File: src/rtl/seg_capture_if.sv
// seg_capture_if: segment bus, digit enables and decoded readback for seg_capture_decoder
interface seg_capture_if #(
    parameter int NDIG = 4
);
    logic [6:0]        a_seg;
    logic [NDIG-1:0]   an;
    logic              clr;
    logic [4*NDIG-1:0] cif_hexa;
    logic [NDIG-1:0]   dig_valid;
    logic              upd;
    logic [2:0]        upd_idx;
    logic              bad_pat;
    logic              bad_an;
    modport master (output a_seg, an, clr, input cif_hexa, dig_valid, upd, upd_idx, bad_pat, bad_an);
    modport slave (input a_seg, an, clr, output cif_hexa, dig_valid, upd, upd_idx, bad_pat, bad_an);
endinterface

File: src/rtl/seg_capture_decoder.sv
// seg_capture_decoder: settle-filtered readback of a multiplexed active-low 7-segment display
// Define SEG_CAPTURE_BLANK_EN to accept the all-off pattern as a blank digit.
module seg_capture_decoder #(
    parameter int NDIG       = 4,
    parameter int STABLE_CYC = 4
) (
    input logic          clk,
    input logic          rst,
    seg_capture_if.slave bus
);
    typedef enum logic [1:0] {IDLE, SETTLE, CAPTURE, HOLD} state_t;
    localparam logic [7:0] LAST = 8'(STABLE_CYC - 1);
    state_t          state, state_n;
    logic [6:0]      s_seg, r_seg;
    logic [NDIG-1:0] s_an, r_an;
    logic [7:0]      cnt;
    logic [3:0]      dec_val;
    logic [2:0]      idx;
    logic            same, off, ld, one_hot, multi, dec_ok, blank, w_dig, w_pat, w_an;
    assign same    = {s_seg, s_an} == {r_seg, r_an};
    assign off     = &s_an;
    assign one_hot = $countones(~r_an) == 1;
    assign multi   = $countones(~r_an) > 1;
    assign ld      = (state == IDLE) ? !off : (state == SETTLE) ? !same : (state == HOLD) ? (!same && !off) : 1'b0;
    always_comb begin
        dec_ok  = 1'b1;
        dec_val = 4'h0;
        blank   = 1'b0;
        case (r_seg)
            7'b1000000: dec_val = 4'h0;
            7'b1111001: dec_val = 4'h1;
            7'b0100100: dec_val = 4'h2;
            7'b0110000: dec_val = 4'h3;
            7'b0011001: dec_val = 4'h4;
            7'b0010010: dec_val = 4'h5;
            7'b0000010: dec_val = 4'h6;
            7'b1111000: dec_val = 4'h7;
            7'b0000000: dec_val = 4'h8;
            7'b0010000: dec_val = 4'h9;
            7'b0001000: dec_val = 4'hA;
            7'b0000011: dec_val = 4'hB;
            7'b1000110: dec_val = 4'hC;
            7'b0100001: dec_val = 4'hD;
            7'b0000110: dec_val = 4'hE;
            7'b0001110: dec_val = 4'hF;
`ifdef SEG_CAPTURE_BLANK_EN
            7'b1111111: blank = 1'b1;
`endif
            default:    dec_ok = 1'b0;
        endcase
    end
    always_comb begin
        idx = '0;
        for (int i = 0; i < NDIG; i++) if (!r_an[i]) idx = 3'(i);
    end
    always_ff @(posedge clk) begin
        if (rst) begin
            s_seg <= '1;
            s_an  <= '1;
        end else begin
            s_seg <= bus.a_seg;
            s_an  <= bus.an;
        end
    end
    always_ff @(posedge clk) state <= (rst || bus.clr) ? IDLE : state_n;
    always_comb begin
        state_n = state;
        case (state)
            IDLE:    state_n = off ? IDLE : SETTLE;
            SETTLE:  state_n = (same && cnt >= LAST) ? CAPTURE : SETTLE;
            CAPTURE: state_n = HOLD;
            HOLD:    state_n = same ? HOLD : off ? IDLE : SETTLE;
            default: state_n = IDLE;
        endcase
    end
    // an enable pattern with several digits lit wins over any pattern error
    always_comb begin
        w_an  = state == CAPTURE && multi;
        w_dig = state == CAPTURE && one_hot && dec_ok;
        w_pat = state == CAPTURE && one_hot && !dec_ok;
    end
    always_ff @(posedge clk) begin
        if (rst || bus.clr) begin
            r_seg         <= '1;
            r_an          <= '1;
            cnt           <= '0;
            bus.cif_hexa  <= '0;
            bus.dig_valid <= '0;
            bus.upd       <= 1'b0;
            bus.upd_idx   <= '0;
            bus.bad_pat   <= 1'b0;
            bus.bad_an    <= 1'b0;
        end else begin
            if (ld) begin
                r_seg <= s_seg;
                r_an  <= s_an;
            end
            cnt         <= ld ? 8'd1 : (state == SETTLE && cnt != 8'hff) ? cnt + 8'd1 : cnt;
            bus.upd     <= w_dig;
            bus.upd_idx <= w_dig ? idx : 3'd0;
            bus.bad_pat <= bus.bad_pat | w_pat;
            bus.bad_an  <= bus.bad_an | w_an;
            for (int i = 0; i < NDIG; i++) begin
                if (w_dig && !r_an[i]) begin
                    bus.cif_hexa[4*i +: 4] <= dec_val;
                    bus.dig_valid[i]       <= !blank;
                end
            end
        end
    end
endmodule
File: src/flat_wrapper.sv
// flat-port wrapper written by rule: the top's interface ports become plain ports
module seg_capture_decoder_flat 
#(
    parameter int NDIG       = 4,
    parameter int STABLE_CYC = 4
)
  (clk, rst, bus_a_seg, bus_an, bus_clr, bus_cif_hexa, bus_dig_valid, bus_upd, bus_upd_idx, bus_bad_pat, bus_bad_an);
  seg_capture_if #(.NDIG(NDIG)) bus_i ();
  input logic clk;
  input logic rst;
  input wire logic [$bits(bus_i.a_seg)-1:0] bus_a_seg;
  input wire logic [$bits(bus_i.an)-1:0] bus_an;
  input wire logic [$bits(bus_i.clr)-1:0] bus_clr;
  output wire logic [$bits(bus_i.cif_hexa)-1:0] bus_cif_hexa;
  output wire logic [$bits(bus_i.dig_valid)-1:0] bus_dig_valid;
  output wire logic [$bits(bus_i.upd)-1:0] bus_upd;
  output wire logic [$bits(bus_i.upd_idx)-1:0] bus_upd_idx;
  output wire logic [$bits(bus_i.bad_pat)-1:0] bus_bad_pat;
  output wire logic [$bits(bus_i.bad_an)-1:0] bus_bad_an;
  assign bus_i.a_seg = bus_a_seg;
  assign bus_i.an = bus_an;
  assign bus_i.clr = bus_clr;
  assign bus_cif_hexa = bus_i.cif_hexa;
  assign bus_dig_valid = bus_i.dig_valid;
  assign bus_upd = bus_i.upd;
  assign bus_upd_idx = bus_i.upd_idx;
  assign bus_bad_pat = bus_i.bad_pat;
  assign bus_bad_an = bus_i.bad_an;
  seg_capture_decoder #(.NDIG(NDIG), .STABLE_CYC(STABLE_CYC)) u_core (.clk(clk), .rst(rst), .bus(bus_i));
endmodule
File: config.mk
export PLATFORM = sky130hd
export DESIGN_NAME = seg_capture_decoder_flat
export DESIGN_NICKNAME = d
export VERILOG_FILES = /design/src/rtl/seg_capture_if.sv /design/src/rtl/seg_capture_decoder.sv /design/src/flat_wrapper.sv
export SDC_FILE = /design/constraint.sdc
export NUM_CORES = 1
export LEC_CHECK = 0
export ABC_AREA = 1
export CORE_UTILIZATION = 55
export CTS_CLUSTER_SIZE = 14
export DETAILED_ROUTE_END_ITERATION = 10
export HOLD_SLACK_MARGIN = 0.02
export PLACE_DENSITY = 0.8
export SKIP_LAST_GASP = 1
export SLEW_MARGIN = 0
export SYNTH_ARGS = -nofsm -noshare
export SYNTH_HDL_FRONTEND = slang
export SYNTH_SLANG_ARGS = --single-unit
File: constraint.sdc
create_clock -name clk -period 2.77 [get_ports clk]
set_input_delay 0.277 -clock clk [delete_from_list [all_inputs] [get_ports clk]]
set_output_delay 0.277 -clock clk [all_outputs]
set_load 0.02 [all_outputs]
======== Yosys cells after proc, flatten, opt, wreduce, memory -nomap -nowiden ========
Cells that the tools add are included.
storage, ports and cells
  register bits ........................... 58
  bits in latches ......................... 0
  bits in writable memories ............... 0
  bits in read-only memories .............. 0
  memories kept ........................... 0
operators by class
  add/sub/neg operators ................... 4
  $mul .................................... 0
  div/mod/pow operators ................... 0
  order comparisons ....................... 2
  eq/ne operators ......................... 21
  shift operators ......................... 0
  multiplexer cells ....................... 14
  bitwise gates (word level) .............. 6
  reductions and logical operators ........ 27
operator list
  kind                                                                count
  case mux 4 bit (15 select lines)                                    1
  adder 32 bit                                                        1
  == test 32 x 2 -> 1 bit (second input constant)                     1
  > comparator 32 x 2 -> 1 bit (second input constant)                1
  == test 7 bit (second input constant)                               4
  == test 7 x 5 -> 1 bit (second input constant)                      3
  == test 7 x 6 -> 1 bit (second input constant)                      3
  OR reduction 16 bit                                                 1
  == test 7 x 2 -> 1 bit (second input constant)                      2
  == test 7 x 4 -> 1 bit (second input constant)                      2
  == test 11 bit                                                      1
  logical AND 1 bit                                                   11
  adder 8 x 1 -> 8 bit (second input constant)                        1
  greater-or-equal comparator 8 x 2 -> 1 bit (second input constant)  1
  two-way mux 1 bit                                                   8
  two-way mux 2 bit                                                   4
  inequality test 8 bit (second input constant)                       1
  case mux 2 bit (4 select lines)                                     1
  == test 7 x 3 -> 1 bit (second input constant)                      1
  logical NOT 1 bit                                                   7
  logical NOT 7 bit                                                   1
  adder 1 x 1 -> 2 bit                                                2
  == test 2 bit (second input constant)                               2
  inverter 4 bit                                                      1
  other kinds (9)                                                     13

======== Logic depth before layout (Yosys ltp) ========
  depth in word-level cells ............... 8
  mapped depth ............................ 12
  mapped depth without buffers ............ 12

======== Worst setup path after synthesis ========
No wires, ideal clock.
  kind .................................... reg-to-reg
  from .................................... register u_core.r_an[2]
  to ...................................... register u_core.bus.cif_hexa[12]
  library setup time ...................... 62 ps
  data arrival time ....................... 2,354 ps
  required time ........................... 2,708 ps
  slack ................................... 354 ps
  stages on the path, launching flop included .. 13
  path buffers ............................ 1
  path through ............................ dfxtp_1 > inv_1 > ha_1 > ha_1 > fa_1 > nor2_1 > nand2_1 > nor2_1 > buf_2 > nand3_2 > nand2_1 > inv_1 > nor2_2
between the ends
  word-level cells in the longest chain between the ends .. 7
RTL lines
  what                                        RTL line                    RTL
  from (decl)                                 seg_capture_decoder.sv:15   logic [NDIG-1:0] s_an, r_an;
  from (signal assigned)                      seg_capture_decoder.sv:96   r_an <= s_an;
  inverter 4 bit                              seg_capture_decoder.sv:22   assign one_hot = $countones(~r_an) == 1;
  adder 1 x 1 -> 2 bit (implied by the code)  seg_capture_decoder.sv:22
  adder 32 bit (implied by the code)          seg_capture_decoder.sv:22
  == test 32 x 2 -> 1 bit                     seg_capture_decoder.sv:22
  logical AND 1 bit (2 in a row)              seg_capture_decoder.sv:79   w_dig = state == CAPTURE && one_hot && dec_ok;
  logical AND 1 bit                           seg_capture_decoder.sv:104  if (w_dig && !r_an[i]) begin
  to (signal, indexed assignment)             seg_capture_decoder.sv:105  bus.cif_hexa[4*i +: 4] <= dec_val;
  to (decl)                                   seg_capture_if.sv:15        modport slave (input a_seg, an, clr, output cif_hexa, dig_valid, upd, upd_idx, bad_pat, bad_an);
No other way between the ends.
A chain may end at the register's enable or synchronous reset.

======== Worst setup path after layout ========
  from .................................... register u_core.r_an[2]
  to ...................................... register u_core.bus.cif_hexa[0]
Same word-level chain as after synthesis.

==> metrics.cfg <==
[detailed_routing]
vias = 2586
antenna_left = 0
wl_met3_um = 297
remaining_drc_errors = 0
drtPass1Iterations = 4
post_drt_wl_per_cell_um = 10.75
dr.first_iter.drc_count = 169
drt-total-wl_mm = 5.653
top_layer = met4
viasPerCell = 4.916
wl_met1_mm = 2.551
met2WireLength_mm = 2.687

[clock_network]
cts_buffers = 9
clock_path_buffers = 2
cts.sinks = 57
cts_max_level = 3
insertion_delay_ns = 0.35
path_clk_slew_ns = 0.07
cts-root-buf = clkbuf_8
post-cts-setup-buffer-count = 0
cts_hold_buf = 0
cts_tree = done

[final_layout]
drive_above_1_share_pct = 13.38
area_growth_pct = 21.68
diodes = 0
final_nets = 471
fin_cells = 526

[grt]
grt_antenna_before_repair = 0
grt_overflow = 0
track_usage_pct = 23.65
grt_max_degree = 29
first_global_vias = 2321
grt_pass1_wl_mm = 9.880

[synth]
syn-cell-area_mm2 = 0.002903
synth_fp_nets = 432
synthTopCellsByArea = dfxtp_1 39%, nand2_1 12%, inv_1 7.2%, nand3_1 5.5%, nor2_1 5.4%
ys_warn_count = 0
ys_types = 26
yosys.area.top_type_share_pct = 39.31
synth-seq-cells = 57
seq_area_frac_synth_pct = 39.31
avgSynthCellArea_um2 = 7.046
post-synth-top-area-cell = dfxtp_1
synth_cells = 412

[floorplanning]
core-area_mm2 = 0.005107
fp.dieArea_mm2 = 0.005573
rows = 26
start_util_pct = 56.83
ios = 40
die_x_um = 74.65
die_h_um = 74.65

[worst_setup_path]
cpMostUsedCell = nor2_1
crit_chain = inv_1, ha_1, ha_1, fa_1, nor2_1, nand2_1, nor2_1, buf_6, nand3_2, nand2_1, inv_1, nor2_1
path_class = flop to flop
max_stage_delay_ns = 0.43
crit_slowest_cell = fa_1
setup.worst_path.start_class = flop
critPathCaptureType = flop
crit_fanout = 22
arrival_ns = 2.77
worstPathRequired_ns = 3.05
r2r_slack_ns = 0.27

[timing]
fin_skew_ns = 0.009840
finalHoldWorstSlack_ns = 0.4441
rsz0062_at_grt = no
setup_ws_ns = 0.2748
tightest_slew_ns = 0.5599
hold_violations = 0
tns_ns = 0
period_minus_slack_ns = 2.495
finalSetupViolations = 0
min_period_over_period_pct = 90.08
slew_headroom_pct = 62.39
drv_slew = 0
clock.fmax_ghz = 0.4008

[power_and_ir_drop]
combPwrFrac_pct = 9.1
intPower_mw = 1.400
p_leak_nw = 1.563
ir_drop_uv = 318.6
pwr-share-seq_pct = 47.0
power.density_mw_per_mm2 = 521.6
p_total_mw = 1.842
p_sw_share_pct = 24.02
switching_power_mw = 0.4426
power_frac_clock_pct = 43.9

[place]
place.gp.congestion = 0.8832
io_buffer_count = 38
place_ws_ns = 0.2708
dp_hpwl_mm = 4.176
dp_cells = 510

[flow_run]
cap_violations = 0

[worst_hold_path]
hold_path.class = flop to flop

[run_status]
status = completed

synth_stat cells:
cell      instances
a211oi_1          1
nand3_1          32
nand2_2           6
nand4_1          23
nor2_4            1
buf_6             1
buf_4             3
clkbuf_1          3
a21oi_1          17
or2_2            11
inv_2             6
nor2_2           13
xor2_1            6
nor2_1           42
nand2_1          96
conb_1            1
or2_0             1
xnor2_1          10
fa_1              1
dfxtp_1          57
nand3_4           1
ha_1              5
nor3_1            8
inv_1            56
nand3_2           5
buf_2             6
registers in the layout, summed over array words and instances (netlist names):
| name | cells |
|---|---|
| u_core.bus.bad_an | 1 |
| u_core.bus.bad_pat | 1 |
| u_core.bus.cif_hexa | 16 |
| u_core.bus.dig_valid | 4 |
| u_core.bus.upd | 1 |
| u_core.bus.upd_idx | 2 |
| u_core.cnt | 8 |
| u_core.r_an | 4 |
| u_core.r_seg | 7 |
| u_core.s_an | 4 |
| u_core.s_seg | 7 |
| u_core.state | 2 |
cell type report:
class	count	area [um2]
timing repair buffer	41	406.6
tap	70	87.58
sequential	57	1141
clock buffer	14	172.7
inverter	62	232.7
clock inverter	2	35.03
fill	440	1575
multi-input combinational	280	1456
cell usage in the layout (no fill, tap or decap):
cell and n:
inv_1 56, clkbuf_8 12, fa_1 1, clkinv_2 1, bufinv_16 1, ha_1 5
xnor2_1 10, xor2_1 6, clkbuf_1 2, a21oi_1 17, conb_1 1, nand3_2 5
nor2_1 41, or2_0 1, nand4_1 23, buf_6 1, nand2_1 96, nor3_1 8
nand3_4 1, or2_2 11, dfxtp_1 57, nand2_2 6, a211oi_1 1, nand3_1 32
inv_2 6, nor2_4 1, buf_4 2, clkdlybuf4s50_1 38, nor2_2 14
cell families after synthesis:
kind of cell,count (synthesis),synth area share [%]
buffers and inverters,75,10.60
AOI/OAI and AO/OA,18,3.190
xor gates and xnor gates,16,4.827
and+or+nand+nor,239,39.10
adders and majority gates,6,2.845
other,1,0.1292
DFF,57,39.31
stage by stage:
step	area [um2]	util, %
finish	3532	69.16
CTS	3528	69.08
detailed placement	3321	65.02
global route	3532	69.16
global placement	3321	65.02
floorplan	2903	-
layer usage:
metal / up-vias / GRT usage [%]
li1: 1376 / -
met1: 1126 / 27.95
met2: 69 / 39.44
met3: 15 / 7.095
met4: 0 / 11.11
met5: - / 0
path summary, 6_finish.rpt:
| path | startpoint | to | cells past startpoint |
|---|---|---|---|
| max | u_core.r_an[2] | u_core.bus.cif_hexa[0] | 12 |
| min | u_core.bus.cif_hexa[11] | u_core.bus.cif_hexa[11] | 2 |
| max reg2reg | u_core.r_an[2] | u_core.bus.cif_hexa[0] | 12 |
| min reg2reg | u_core.bus.cif_hexa[11] | u_core.bus.cif_hexa[11] | 2 |
critical path: cells and delay by family (launching register included):
kind	cells	cell delay, ns
buffers and inverters	3	0.41
AND/OR/NAND/NOR	6	0.64
adder cells (fa/ha/maj)	3	0.96
flip-flops	1	0.42
power groups by stage:
stage | Combinational, mW | Clock [mW] | Sequential, mW
global route | 0.193 | 0.857 | 0.869
detailed placement | 0.167 | 0 | 0.884
global placement | 0.164 | 0 | 0.883
CTS | 0.168 | 0.824 | 0.866
floorplan | 0.134 | 0 | 0.876
finish | 0.168 | 0.808 | 0.866
what timing repair did:
action                                  in CTS  in global routing
endpoints found under the hold margin        0                  0
gates resized for setup                      0                  1
endpoints found under the setup margin       0                  3
Note: power is estimated with default switching activity, not from simulation.
